===== src/rtl/ctrl_pipe.sv =====
// ctrl_pipe: control-word pipeline from ID through STAGES registers.
// Each stage keeps only the fields its mask allows. The block supports
// bubble insertion, stall and flush, and has retire/bubble counters.
module ctrl_pipe #(
   parameter int unsigned                  CTRL_W      = 16,
   parameter int unsigned                  STAGES      = 3,
   parameter logic [STAGES*CTRL_W-1:0]     STAGE_MASK  = '1,
   parameter int unsigned                  FLUSH_DEPTH = 1,
   parameter int unsigned                  CNT_W       = 16
) (
   input  logic                            clk,
   input  logic                            reset,
   input  logic [CTRL_W-1:0]               ctrl_in,
   input  logic                            valid_in,
   input  logic                            bubble,
   input  logic                            stall,
   input  logic                            flush,
   output logic [STAGES*CTRL_W-1:0]        stage_ctrl,
   output logic [STAGES-1:0]               stage_valid,
   output logic                            retire_pulse,
   output logic [$clog2(STAGES+1)-1:0]     occupancy,
   output logic [CNT_W-1:0]                retire_cnt,
   output logic [CNT_W-1:0]                bubble_cnt
);

   localparam int unsigned OCC_W = $clog2(STAGES+1);

   logic [STAGES-1:0][CTRL_W-1:0] ctrl_q, ctrl_d, src_ctrl;
   logic [STAGES-1:0]             valid_q, valid_d, src_valid;

   // Next-state for every stage. src_* is the word that would be loaded on
   // advance: ID entry for stage 0, otherwise the upstream stage. A flushed
   // upstream stage hands over a zero word, because flush clears it first.
   always_comb begin
      src_ctrl  = '0;
      src_valid = '0;
      ctrl_d    = ctrl_q;
      valid_d   = valid_q;

      src_valid[0] = valid_in & ~bubble;
      src_ctrl[0]  = src_valid[0] ? ctrl_in : '0;
      for (int unsigned k = 1; k < STAGES; k++) begin
         if (!(flush && (k <= FLUSH_DEPTH))) begin
            src_ctrl[k]  = ctrl_q[k-1];
            src_valid[k] = valid_q[k-1];
         end
      end

      for (int unsigned k = 0; k < STAGES; k++) begin
         if (flush && (k < FLUSH_DEPTH)) begin
            ctrl_d[k]  = '0;
            valid_d[k] = 1'b0;
         end else if (!stall) begin
            ctrl_d[k]  = src_ctrl[k] & STAGE_MASK[k*CTRL_W +: CTRL_W];
            valid_d[k] = src_valid[k];
         end
      end
   end

   // Stage registers.
   always_ff @(posedge clk) begin
      if (reset) begin
         ctrl_q  <= '0;
         valid_q <= '0;
      end else begin
         ctrl_q  <= ctrl_d;
         valid_q <= valid_d;
      end
   end

   // Retire and bubble counters. They hold during stall and wrap naturally.
   always_ff @(posedge clk) begin
      if (reset) begin
         retire_cnt <= '0;
         bubble_cnt <= '0;
      end else begin
         if (retire_pulse)
            retire_cnt <= retire_cnt + CNT_W'(1);
         if (!stall && (bubble || !valid_in))
            bubble_cnt <= bubble_cnt + CNT_W'(1);
      end
   end

   // Occupancy is the number of valid stages.
   always_comb begin
      occupancy = '0;
      for (int unsigned k = 0; k < STAGES; k++)
         occupancy = occupancy + OCC_W'(valid_q[k]);
   end

   assign stage_ctrl   = ctrl_q;
   assign stage_valid  = valid_q;
   assign retire_pulse = valid_q[STAGES-1] & ~stall;

endmodule


===== config.mk =====
export PLATFORM = sky130hd
export DESIGN_NAME = ctrl_pipe
export DESIGN_NICKNAME = d
export VERILOG_FILES = /design/src/rtl/ctrl_pipe.sv
export SDC_FILE = /design/constraint.sdc
export NUM_CORES = 1
export LEC_CHECK = 0
export BUFFER_PORTS_ARGS = -buffer_cell sky130_fd_sc_hd__buf_2
export CORE_ASPECT_RATIO = 1.25
export CORE_UTILIZATION = 50
export CTS_CLUSTER_SIZE = 40
export DETAILED_ROUTE_END_ITERATION = 7
export GPL_TIMING_DRIVEN = 0
export MAX_ROUTING_LAYER = met4
export PLACE_DENSITY = 0.9
export REMOVE_ABC_BUFFERS = 1
export SYNTH_ARGS = -nofsm -noshare
export SYNTH_HDL_FRONTEND = slang
export SYNTH_SLANG_ARGS = --single-unit

===== constraint.sdc =====
create_clock -name clk -period 2.1 [get_ports clk]
set_input_delay 0.525 -clock clk [delete_from_list [all_inputs] [get_ports clk]]
set_output_delay 0.525 -clock clk [all_outputs]
set_load 0.005 [all_outputs]

# Yosys cells after proc, flatten, opt, wreduce, memory -nomap -nowiden
# Index checks and enable logic that the tools add are counted.
# word_totals
out_inout_bits,86
regBits,83
word_cells,23
# classes
bitwise,4
n_reduce_logical,5
add_sub_neg,4
muxes,3
# ops
op,n
$add 16x1->16 const B,2
$mux 16,2
$add 1x1->2,1
$add 2x1->2,1
$and 1x1->1,2
$logic_not 1->1,2
$not 1->1,2
$reduce_or 2->1,1
$logic_and 1x1->1,1
$logic_or 1x1->1,1
$mux 1,1

# Longest topological paths before layout
# depth
depth_word,3
depth_mapped,6
depth_no_buf,5

# Worst setup path before layout
# OpenSTA, ideal clock, no wires.
# synth_path
path_type,input-to-reg
startpoint,input port stall
endpoint,register bubble_cnt[11]
path_stages,5
t_arrival_ns,1.667
setup_time_ns,0.070
path_buffers,2
setup_slack_ns,0.363
cell_sequence,clkbuf_2 or3_1 buf_2 or3_2 a21oi_1
# synth_between
elab_chain_len,2
# synth_lines
element,line,text
"start, declared",16,"input logic stall,"
$logic_not 1->1,79,if (!stall && (bubble || !valid_in))
$logic_and 1x1->1,79,
"end signal, assigned",80,bubble_cnt <= bubble_cnt + CNT_W'(1);
"end, declared",23,output logic [CNT_W-1:0] bubble_cnt
# Every way passes these cells.
# A chain may end at the register's enable or synchronous reset.

==> results.md <==
* Root buf cell: clkbuf_8
* Synth-to-Final Area Change at 17.7%
* GRT Residual Overflow at 0
* Largest family of logic cells by synthesized area: simple AND/OR/NAND/NOR gates
* Outcome: finished clean
* WHS Endpoint: stage_ctrl[14]
* Synth Area in Simple Gates at 0.229
* Met2 wire length at 3660 microns
* Flop pwr share at 0.569
* Starting Density at 0.522
* Sequential area share after synthesis at 0.482
* Worst-case reg-to-reg path depth at 4
* Drt wl/cell at 13.5 microns
* Max_slew headroom at 0.103
* Post-route minimum period at 1940 ps
* Sw Ratio at 0.249
* Period utilisation layout at 0.924
* Startpoint types: primary input
* Multiplexer area fraction after synthesis at 0.0555
* CORE AREA at 0.00661 sq mm
* Die height at 94.8 microns
* Max Cap Violations at 0
* GP Congestion at 0.745
* VDD IR max at 0.000534 V
* Worst Setup End Kind: flop
* Post-CTS Setup Bufs at 0
* Final Instance Area at 0.00406 sq mm
* Clock-pin slew of the registers on the worst-case setup and hold paths at 80 ps
* Placed insts at 533
* Most frequent cells in the layout: buf_2 (106), dfxtp_1 (83), nor2_1 (72)
* Yosys top cell area share at 0.482
* Global Route Usage Sum at 0.215
* Total Die Area at 0.00723 sq mm
* Worst Hold Depth at 3
* RSZ-0062 raised after global routing: false
* Area of the mapped netlist at 0.00345 sq mm
* CTS tree: done
* P_leak at 1.78 nW
* Placed wire-length estimate at 4940 microns
* Critical Path Fanout Max at 80
* Share of cells above drive strength 1 at 0.281
* Max Clock Freq at 515 MHz
* Max Used Layer: met4
* Non-Filler Instances at 549
* Net total in the final layout at 482
* Slack of the worst reg-to-reg path at 420 ps
* Clk_skew at 14.6 ps
* Yosys cell types at 41
* Routed Antenna Nets at 0
* Port Buf Inserts at 107
* Clock sinks at 83
* DR iter-0 viols at 121
* Final hold slack at 411 ps
* Clk_lat worst skew at 350 ps
* Power Internal at 2.10 mW
* Mean Syn Cell Area at 9.10 sq um
* Number of synthesized register bits at 83
* Final-report setup violation count at 0
* Antenna violations before repair at 0
* Critical R2R Launch: bubble_cnt[5]
* First-pass GRT wire length at 12100 microns
* M1 WL at 3360 microns
* Total power at 2.80 mW
* Via-per-instance ratio at 5.36
* HP Start: ctrl_in[14]
* Final Hold Fails at 0
* Cells after Synth at 379
* Combinational Power Share at 0.047
* WL met3 at 240 microns
* Via count at 2942
* H-tree levels at 3
* Worst Path Arrival at 2230 ps
* CTS Buffer Depth at 2
* Slew Limit Fails at 0
* Synth Area in XOR/XNOR at 0.0381
* Number of buffers created by CTS at 9
* Worst hold path type: in2reg
* Number of global-route vias before repair at 2746
* Synth area leader: dfxtp_1
* Critical Path RT at 2390 ps
* N_diodes at 0
* Largest net degree at the start of global routing at 81
* DRC at 0
* Detailed Routing Iterations Pass 1 at 4
* Rows at 33
* Num ports at 108
* Reg2reg end: bubble_cnt[15]
* CP Class: in2reg
* Post-synthesis adder-cell area fraction at 0.0131
* Ranking of synthesized cells by area: dfxtp_1 (48%), nor2_1 (7.8%), mux2i_1 (5.2%)
* Chip width at 76.3 microns
* Clock share of power at 0.384
* Power density cells at 689 mW/mm^2
* Worst Max-Slew Pin Slew at 1340 ps
* Warnings, synthesis at 0
* Post-Route Utilization at 0.614
* Commonest non-fill, non-tap cell in the layout: buf_2
* Net Sw Power at 0.695 mW
* Cell area after placement at 0.00387 sq mm
* Final wirelength at 7390 microns
* Post-synthesis compound-gate area fraction at 0.110
-- state kept, by name, summed over array words and instances, names as in the netlist --
name and cells:
bubble_cnt 16, stage_ctrl 48, retire_cnt 16, stage_valid 3
-- power groups by stage --
stage | combinational, mW | clock [mW] | sequential (mW)
after floorplan | 0.0418 | 0 | 1.63
after global placement | 0.128 | 0 | 1.63
after detailed placement | 0.131 | 0 | 1.63
after CTS | 0.132 | 1.10 | 1.59
after global routing | 0.144 | 1.16 | 1.59
final | 0.132 | 1.07 | 1.59
-- stage by stage --
stage	setup slack (ps)	setup TNS, ps
3_5_place_dp	-771	-24510
6_report	160	0
4_1_cts	167	0
3_3_place_gp	-705	-22090
5_1_grt	48.7	0
2_1_floorplan	439	0
-- layout make-up --
| cell class | instances | area, sq um |
|---|---|---|
| repair buffers | 107 | 542 |
| inverters | 6 | 22.5 |
| clock buffers | 10 | 138 |
| fillers | 569 | 2550 |
| multi-input cells | 250 | 1540 |
| clock inverters | 6 | 47.5 |
| flip-flops and latches | 83 | 1660 |
| well taps | 87 | 109 |
-- cells in the mapped netlist (all sizes together) --
| cell | number |
|---|---|
| and2 | 2 |
| or2 | 1 |
| nand4b | 1 |
| nand4 | 9 |
| a21oi | 33 |
| o21ai | 8 |
| dfxtp | 83 |
| a21o | 1 |
| nor2 | 72 |
| or4b | 1 |
| o31ai | 4 |
| buf | 23 |
| o41ai | 1 |
| nor2b | 3 |
| nand2b | 2 |
| and4 | 2 |
| and3 | 1 |
| a22oi | 16 |
| nand2 | 8 |
| mux2 | 1 |
| xnor2 | 8 |
| nand3 | 10 |
| a31o | 1 |
| nor3b | 17 |
| clkbuf | 17 |
| mux2i | 18 |
| inv | 6 |
| fa | 1 |
| nor4 | 5 |
| or4 | 4 |
| or3 | 9 |
| and4b | 2 |
| ha | 2 |
| xor2 | 7 |
-- how the worst max path moves through the flow --
stage / start / to / slack (ps) / depth (start not counted)
floorplan: valid_in / bubble_cnt[11] / 440 / 4
global placement: stall / stage_ctrl[9] / -700 / 4
detailed placement: stall / stage_ctrl[6] / -770 / 4
CTS: stall / retire_pulse / 170 / 3
global route: stall / stage_ctrl[1] / 50 / 4
finish: stall / stage_ctrl[6] / 160 / 4
-- per-layer routing --
layer / global-route usage / up-vias
met5: - / -
met4: 0.112 / 0
met3: 0.0386 / 14
met2: 0.369 / 83
met1: 0.240 / 1390
li1: - / 1455
-- critical path, cell delays in order --
cell and delay, ps:
buf_6 260, nor2_1 1080, a22oi_1 170, nor2_1 140
-- kinds of logic (layout without fill, tap and decap cells) --
family,count (synthesis),after routing
buffers and inverters,46,129
xor gates and xnor gates,15,15
adders and majority gates,3,3
and+or+nand+nor,149,149
AOI/OAI and AO/OA,64,64
muxes,19,19
DFF,83,83
-- repair_timing --
action | CTS | global route
hold buffers | 0 | 0
setup endpoints to repair | 21 | 0
gates resized for setup | 2 | 0
Note: power is estimated with default switching activity, not from simulation.
